--- src/rtl/cnn_mac_engine_if.sv ---
// Valid/ready stream bundle for the MAC engine: packed activation/weight beats in,
// one saturated result out.
interface cnn_mac_engine_if #(
  parameter int N_IN   = 4,
  parameter int DATA_W = 8,
  parameter int OUT_W  = 8
);
  logic                     in_valid;
  logic                     in_ready;
  logic [N_IN*DATA_W-1:0]   in_data;
  logic [N_IN*DATA_W-1:0]   in_weight;
  logic                     out_valid;
  logic                     out_ready;
  logic [OUT_W-1:0]         out_data;
  logic                     out_sat;

  modport master (
    output in_valid, in_data, in_weight, out_ready,
    input  in_ready, out_valid, out_data, out_sat
  );

  modport slave (
    input  in_valid, in_data, in_weight, out_ready,
    output in_ready, out_valid, out_data, out_sat
  );
endinterface

--- src/rtl/cnn_mac_engine.sv ---
// Multi-channel multiply-accumulate engine: per-channel weights, runtime beat count,
// two-stage product/sum pipeline, then ReLU, arithmetic shift and saturation.
//
// state   | meaning
// S_IDLE  | waiting for start with a non-zero cfg_len
// S_ACCUM | accepting beats until cfg_len beats are taken
// S_DRAIN | last beat still in the product/sum pipeline
// S_OUT   | result presented, waiting for out_ready
module cnn_mac_engine #(
  parameter int N_IN   = 4,
  parameter int DATA_W = 8,
  parameter int ACC_W  = 24,
  parameter int OUT_W  = 8,
  parameter int LEN_W  = 8
) (
  input  logic              clk,
  input  logic              rst,
  input  logic              start,
  input  logic [LEN_W-1:0]  cfg_len,
  input  logic [3:0]        cfg_shift,
  input  logic              cfg_relu,
  output logic              busy,
  cnn_mac_engine_if.slave   bus
);

  localparam int PROD_W = 2 * DATA_W;
  localparam logic signed [ACC_W-1:0] SAT_MAX =
    {{(ACC_W-OUT_W+1){1'b0}}, {(OUT_W-1){1'b1}}};
  localparam logic signed [ACC_W-1:0] SAT_MIN =
    {{(ACC_W-OUT_W+1){1'b1}}, {(OUT_W-1){1'b0}}};

  typedef enum logic [1:0] {S_IDLE, S_ACCUM, S_DRAIN, S_OUT} state_t;

  state_t                   state;
  logic [LEN_W-1:0]         beat_cnt;
  logic [LEN_W-1:0]         len_q;
  logic [3:0]               shift_q;
  logic                     relu_q;
  logic                     drain_wait;
  logic signed [ACC_W-1:0]  acc;

  logic signed [PROD_W-1:0] prod [N_IN];
  logic                     s1_valid;

  logic                     beat_acc;
  logic                     last_beat;
  logic [LEN_W:0]           beat_next;
  logic signed [ACC_W-1:0]  prod_sum;
  logic signed [ACC_W-1:0]  relu_v;
  logic signed [ACC_W-1:0]  shift_v;
  logic [OUT_W-1:0]         res_data;
  logic                     res_sat;

  assign beat_acc  = bus.in_valid && bus.in_ready;
  // one extra bit so cfg_len = all-ones compares before the counter could wrap
  assign beat_next = {1'b0, beat_cnt} + {{LEN_W{1'b0}}, 1'b1};
  assign last_beat = (beat_next == {1'b0, len_q});

  always_comb begin
    prod_sum = '0;
    for (int k = 0; k < N_IN; k++) begin
      prod_sum = prod_sum + {{(ACC_W-PROD_W){prod[k][PROD_W-1]}}, prod[k]};
    end
  end

  always_comb begin
    relu_v  = (relu_q && acc[ACC_W-1]) ? '0 : acc;
    shift_v = relu_v >>> shift_q;
    res_sat = 1'b0;
    if (shift_v > SAT_MAX) begin
      res_data = SAT_MAX[OUT_W-1:0];
      res_sat  = 1'b1;
    end else if (shift_v < SAT_MIN) begin
      res_data = SAT_MIN[OUT_W-1:0];
      res_sat  = 1'b1;
    end else begin
      res_data = shift_v[OUT_W-1:0];
    end
  end

  // Stage 1: per-channel products of the accepted beat
  always_ff @(posedge clk or posedge rst) begin
    if (rst) begin
      s1_valid <= 1'b0;
      for (int k = 0; k < N_IN; k++) prod[k] <= '0;
    end else begin
      s1_valid <= beat_acc;
      if (beat_acc) begin
        for (int k = 0; k < N_IN; k++) begin
          prod[k] <= $signed(bus.in_data[k*DATA_W +: DATA_W]) *
                     $signed(bus.in_weight[k*DATA_W +: DATA_W]);
        end
      end
    end
  end

  always_ff @(posedge clk or posedge rst) begin
    if (rst) begin
      state         <= S_IDLE;
      beat_cnt      <= '0;
      len_q         <= '0;
      shift_q       <= '0;
      relu_q        <= 1'b0;
      drain_wait    <= 1'b0;
      acc           <= '0;
      busy          <= 1'b0;
      bus.in_ready  <= 1'b0;
      bus.out_valid <= 1'b0;
      bus.out_data  <= '0;
      bus.out_sat   <= 1'b0;
    end else begin
      // Stage 2: wrapping accumulate of the summed products
      if (s1_valid) acc <= acc + prod_sum;

      case (state)
        S_IDLE: begin
          if (start && (cfg_len != '0)) begin
            len_q        <= cfg_len;
            shift_q      <= cfg_shift;
            relu_q       <= cfg_relu;
            acc          <= '0;
            beat_cnt     <= '0;
            busy         <= 1'b1;
            bus.in_ready <= 1'b1;
            state        <= S_ACCUM;
          end
        end
        S_ACCUM: begin
          if (beat_acc) begin
            beat_cnt <= beat_next[LEN_W-1:0];
            if (last_beat) begin
              bus.in_ready <= 1'b0;
              drain_wait   <= 1'b1;
              state        <= S_DRAIN;
            end
          end
        end
        S_DRAIN: begin
          // first cycle: last product in stage 1; second: accumulator is final
          if (drain_wait) begin
            drain_wait <= 1'b0;
          end else begin
            bus.out_data  <= res_data;
            bus.out_sat   <= res_sat;
            bus.out_valid <= 1'b1;
            state         <= S_OUT;
          end
        end
        S_OUT: begin
          if (bus.out_valid && bus.out_ready) begin
            bus.out_valid <= 1'b0;
            busy          <= 1'b0;
            state         <= S_IDLE;
          end
        end
        default: state <= S_IDLE;
      endcase
    end
  end

endmodule

--- src/flat_wrapper.sv ---
// flat-port wrapper written by rule: the top's interface ports become plain ports
module cnn_mac_engine_flat 
#(
  parameter int N_IN   = 4,
  parameter int DATA_W = 8,
  parameter int ACC_W  = 24,
  parameter int OUT_W  = 8,
  parameter int LEN_W  = 8
)
  (clk, rst, start, cfg_len, cfg_shift, cfg_relu, busy, bus_in_valid, bus_in_data, bus_in_weight, bus_out_ready, bus_in_ready, bus_out_valid, bus_out_data, bus_out_sat);
  cnn_mac_engine_if #(.N_IN(N_IN), .DATA_W(DATA_W), .OUT_W(OUT_W)) bus_i ();
  input  logic clk;
  input  logic rst;
  input  logic start;
  input  logic [LEN_W-1:0] cfg_len;
  input  logic [3:0] cfg_shift;
  input  logic cfg_relu;
  output logic busy;
  input wire logic [$bits(bus_i.in_valid)-1:0] bus_in_valid;
  input wire logic [$bits(bus_i.in_data)-1:0] bus_in_data;
  input wire logic [$bits(bus_i.in_weight)-1:0] bus_in_weight;
  input wire logic [$bits(bus_i.out_ready)-1:0] bus_out_ready;
  output wire logic [$bits(bus_i.in_ready)-1:0] bus_in_ready;
  output wire logic [$bits(bus_i.out_valid)-1:0] bus_out_valid;
  output wire logic [$bits(bus_i.out_data)-1:0] bus_out_data;
  output wire logic [$bits(bus_i.out_sat)-1:0] bus_out_sat;
  assign bus_i.in_valid = bus_in_valid;
  assign bus_i.in_data = bus_in_data;
  assign bus_i.in_weight = bus_in_weight;
  assign bus_i.out_ready = bus_out_ready;
  assign bus_in_ready = bus_i.in_ready;
  assign bus_out_valid = bus_i.out_valid;
  assign bus_out_data = bus_i.out_data;
  assign bus_out_sat = bus_i.out_sat;
  cnn_mac_engine #(.N_IN(N_IN), .DATA_W(DATA_W), .ACC_W(ACC_W), .OUT_W(OUT_W), .LEN_W(LEN_W)) u_core (.clk(clk), .rst(rst), .start(start), .cfg_len(cfg_len), .cfg_shift(cfg_shift), .cfg_relu(cfg_relu), .busy(busy), .bus(bus_i));
endmodule
--- config.mk ---
export PLATFORM = sky130hd
export DESIGN_NAME = cnn_mac_engine_flat
export DESIGN_NICKNAME = d
export VERILOG_FILES = /design/src/rtl/cnn_mac_engine_if.sv /design/src/rtl/cnn_mac_engine.sv /design/src/flat_wrapper.sv
export SDC_FILE = /design/constraint.sdc
export NUM_CORES = 1
export LEC_CHECK = 0
export BUFFER_PORTS_ARGS = -buffer_cell sky130_fd_sc_hd__buf_2
export CAP_MARGIN = 15
export CELL_PAD_IN_SITES_DETAIL_PLACEMENT = 0
export CELL_PAD_IN_SITES_GLOBAL_PLACEMENT = 1
export CORE_MARGIN = 4
export CORE_UTILIZATION = 45
export CTS_CLUSTER_SIZE = 40
export DETAILED_ROUTE_END_ITERATION = 12
export PLACE_DENSITY = 0.87
export SLEW_MARGIN = 20
export SYNTH_ARGS = -nofsm -noshare
export SYNTH_HDL_FRONTEND = slang
export SYNTH_SLANG_ARGS = --single-unit
--- constraint.sdc ---
create_clock -name clk -period 5.9 [get_ports clk]
set_input_delay 0.885 -clock clk [delete_from_list [all_inputs] [get_ports clk]]
set_output_delay 0.885 -clock clk [all_outputs]
set_load 0.02 [all_outputs]
==> reports/results.ini <==
[outcome]
status = completed

[sta]
period_minus_slack_ns = 5.67
setup_ws_ns = 0.225
worst_pin_slew_ns = 1.05
max-slew-margin-rel_pct = 30.0
hold_viol = 0
post-route-period-util_pct = 96.2
slew_violations = 0
max_freq_mhz = 176
whs_ns = 0.477
setup_viol = 0
clock_skew_ns = 0.0143

[synth]
synth-edff-count = 0
synth_top_area_share_pct = 27.8
synth_area_leaders = fa_1 (28%), dfrtp_1 (17%), ha_1 (11%)
synthArstFlopShare_pct = 100
syn-num-nets = 2561
netlist_instances = 2056
synth_cell_types = 73
syn_area_um2 = 18800
synth_commonest_cells = inv_1 (380), fa_1 (261), nand2_1 (221), ha_1 (162), and2_1 (153)
yosysMostFrequentCell = inv_1
synth_top_area_cell = fa_1
syn_avg_cell_area_um2 = 9.14
synth_warnings = 0
seq_area_frac_synth_pct = 16.6
ys_seq_elements = 125
yosys_most_used_dff = dfrtp_1

[grt]
busiest_layer = met2
grt_start_max_net_pins = 80
grt_first_pass_wirelength_um = 70200
grt_overflow = 0
use_met2_pct = 32.3
grtUsageMet1_pct = 25.4
antenna_found_initial = 1
grt_pass1_vias = 14600
track_usage_pct = 18.8
met3_usage_pct = 2.61

[finish]
nFillCells = 3795
syn_to_final_growth_pct = 9.07
drive_above_1_share_pct = 9.08
n_antenna_cell = 0
fin_nets = 2639

[placement]
dp_hpwl_um = 33600
dp_slack_ns = -0.0929
io_buffer_count = 93
gp_congestion = 0.868

[setup_path]
critPathArrivalTime_ns = 5.95
path_max_fanout = 4
cp_slowest_cell = fa_1
cp_slowest_stage_delay_ns = 0.54
path_class = reg2reg
worstPathCellList = ha_1 > inv_1 > fa_1 > nor2b_1 > o21a_1 > o21ai_2 > a21oi_2 > a41o_1 > o41a_1 > a2111oi_4 > nor3_2 > fa_1 > inv_1 > fa_1 > inv_1 > ha_1 > buf_4 > and4_1 > and3_1 > a221o_1 > o211ai_1 > mux2i_1 > o311ai_0
crit_required_ns = 6.17
end_kind = flop
worstReg2RegStart = u_core.prod[32]
r2r_slack_ns = 0.23
reg2reg_to = u_core.acc[22]
r2r_cells = 23
start_kind = flop

[power]
p_per_area_nw_per_um2 = 264
ir_drop_mv = 0.190
leakage_nw = 10.0

[clock_network]
cts_buffer_depth = 2
clk_pin_slew_ns = 0.07
cts-root-buf = clkbuf_16
clk_latency_ns = 0.43
clock-sinks = 125
cts_made_buffers = 17
tritoncts = done
ctsHtreeMaxLevel = 4

[routing]
dr.pass1.iters = 5
drcViolationCount = 0
drt-total-wl_um = 41100
drtIter0Drc = 697
wl_per_cell_um = 15.4
vias = 14000
vias_per_cell = 5.23
ant_nets = 0

[floorplan]
die_w_um = 212
io_pins = 94
start_util_pct = 45.8
coreArea_um2 = 41000
dieArea_um2 = 45100
std_cell_rows = 74
die_h_um = 212

[worst_hold_path]
hold_path_end = u_core.bus.out_data[0]
whs_path_depth = 2
hp-class = reg2reg
hold_start = u_core.bus.out_data[0]

[flow_run]
drv_cap = 0

worst max path at each step:
stage                    startpoint  depth (start not counted)  slack (ns)              to
finish              u_core.prod[32]                         23        0.23  u_core.acc[22]
CTS                 u_core.prod[32]                         24       0.004  u_core.acc[23]
global placement    u_core.prod[32]                         24        0.05  u_core.acc[23]
global route        u_core.prod[32]                         23       -0.02  u_core.acc[22]
floorplan           u_core.prod[32]                         23        0.17  u_core.acc[23]
detailed placement  u_core.prod[32]                         24       -0.09  u_core.acc[23]
cell families after synthesis:
kind of cell | count (synthesis) | synth area share, %
xor+xnor | 90 | 4.19
mux | 67 | 5.03
fa+ha+maj | 423 | 38.6
simple gates | 619 | 16.4
buf+inv | 429 | 8.69
flops | 125 | 16.6
compound gates | 303 | 10.5
per-stage QoR:
step	cell area, um2	utilization, %	setup TNS [ns]	std cells	power, mW
6_report	20500	50.0	0	2679	5.41
5_1_grt	20500	50.0	-0.0150	2679	6.01
4_1_cts	20400	49.8	0	2678	5.51
3_5_place_dp	19800	48.3	-0.0929	2646	4.40
3_3_place_gp	19800	48.3	0	2646	4.29
2_1_floorplan	18800	-	0	2056	3.58
report_power, final:
part / internal [mW] / leakage (nW) / switching, mW
logic: 1.52 / 8.16 / 1.91
registers: 0.870 / 1.60 / 0.0271
clock network: 0.608 / 0.281 / 0.470
total: 3.00 / 10.0 / 2.41
layout by cell type, fill, tap and decap left out, types with 66 or more instances in the layout:
master	Yosys	routed
inv_1	380	379
fa_1	261	261
nand2_1	221	220
ha_1	162	161
and2_1	153	153
dfrtp_1	125	125
buf_2	4	93
nor2_1	83	82
o21ai_0	85	81
xnor2_1	66	66
registers in the layout (all words and copies together) (netlist names), 2 cells and up:
name and cells:
u_core.prod 64, u_core.len_q 8, u_core.acc 24, u_core.state 2, u_core.shift_q 4, u_core.bus.out_data 8
u_core.beat_cnt 8
routing by layer:
| metal | vias up | share of wire, % |
|---|---|---|
| met4 | 0 | 1.9 |
| met3 | 42 | 3.5 |
| met1 | 6922 | 45 |
| met2 | 240 | 50 |
| met5 | - | 0 |
| li1 | 6808 | - |
layout make-up:
class	count	area [um2]	area share [%]
multi-input combinational	1502	14100	68.9
clock inverter	14	148	0.720
tap	532	666	3.25
sequential	125	3130	15.3
timing repair buffer	106	563	2.75
clock buffer	18	439	2.14
inverter	382	1440	7.02
critical path: cells and delay by family, from the launching register on:
kind / cells / cell delay [ns]
AO/OA/AOI/OAI: 9 / 2.19
adder cells (fa/ha/maj): 5 / 1.84
AND/OR/NAND/NOR: 4 / 0.54
flip-flops: 1 / 0.38
buffers and inverters: 4 / 0.36
multiplexers: 1 / 0.19
repair_timing:
action / CTS / global route
setup buffers: 0 / 1
setup endpoints to repair: 1 / 4
resized for setup: 2 / 15
hold buffers: 0 / 0
pin swaps: 0 / 6
endpoints found under the hold margin: 0 / 0
No activity file was read; power rests on OpenSTA's default activity.
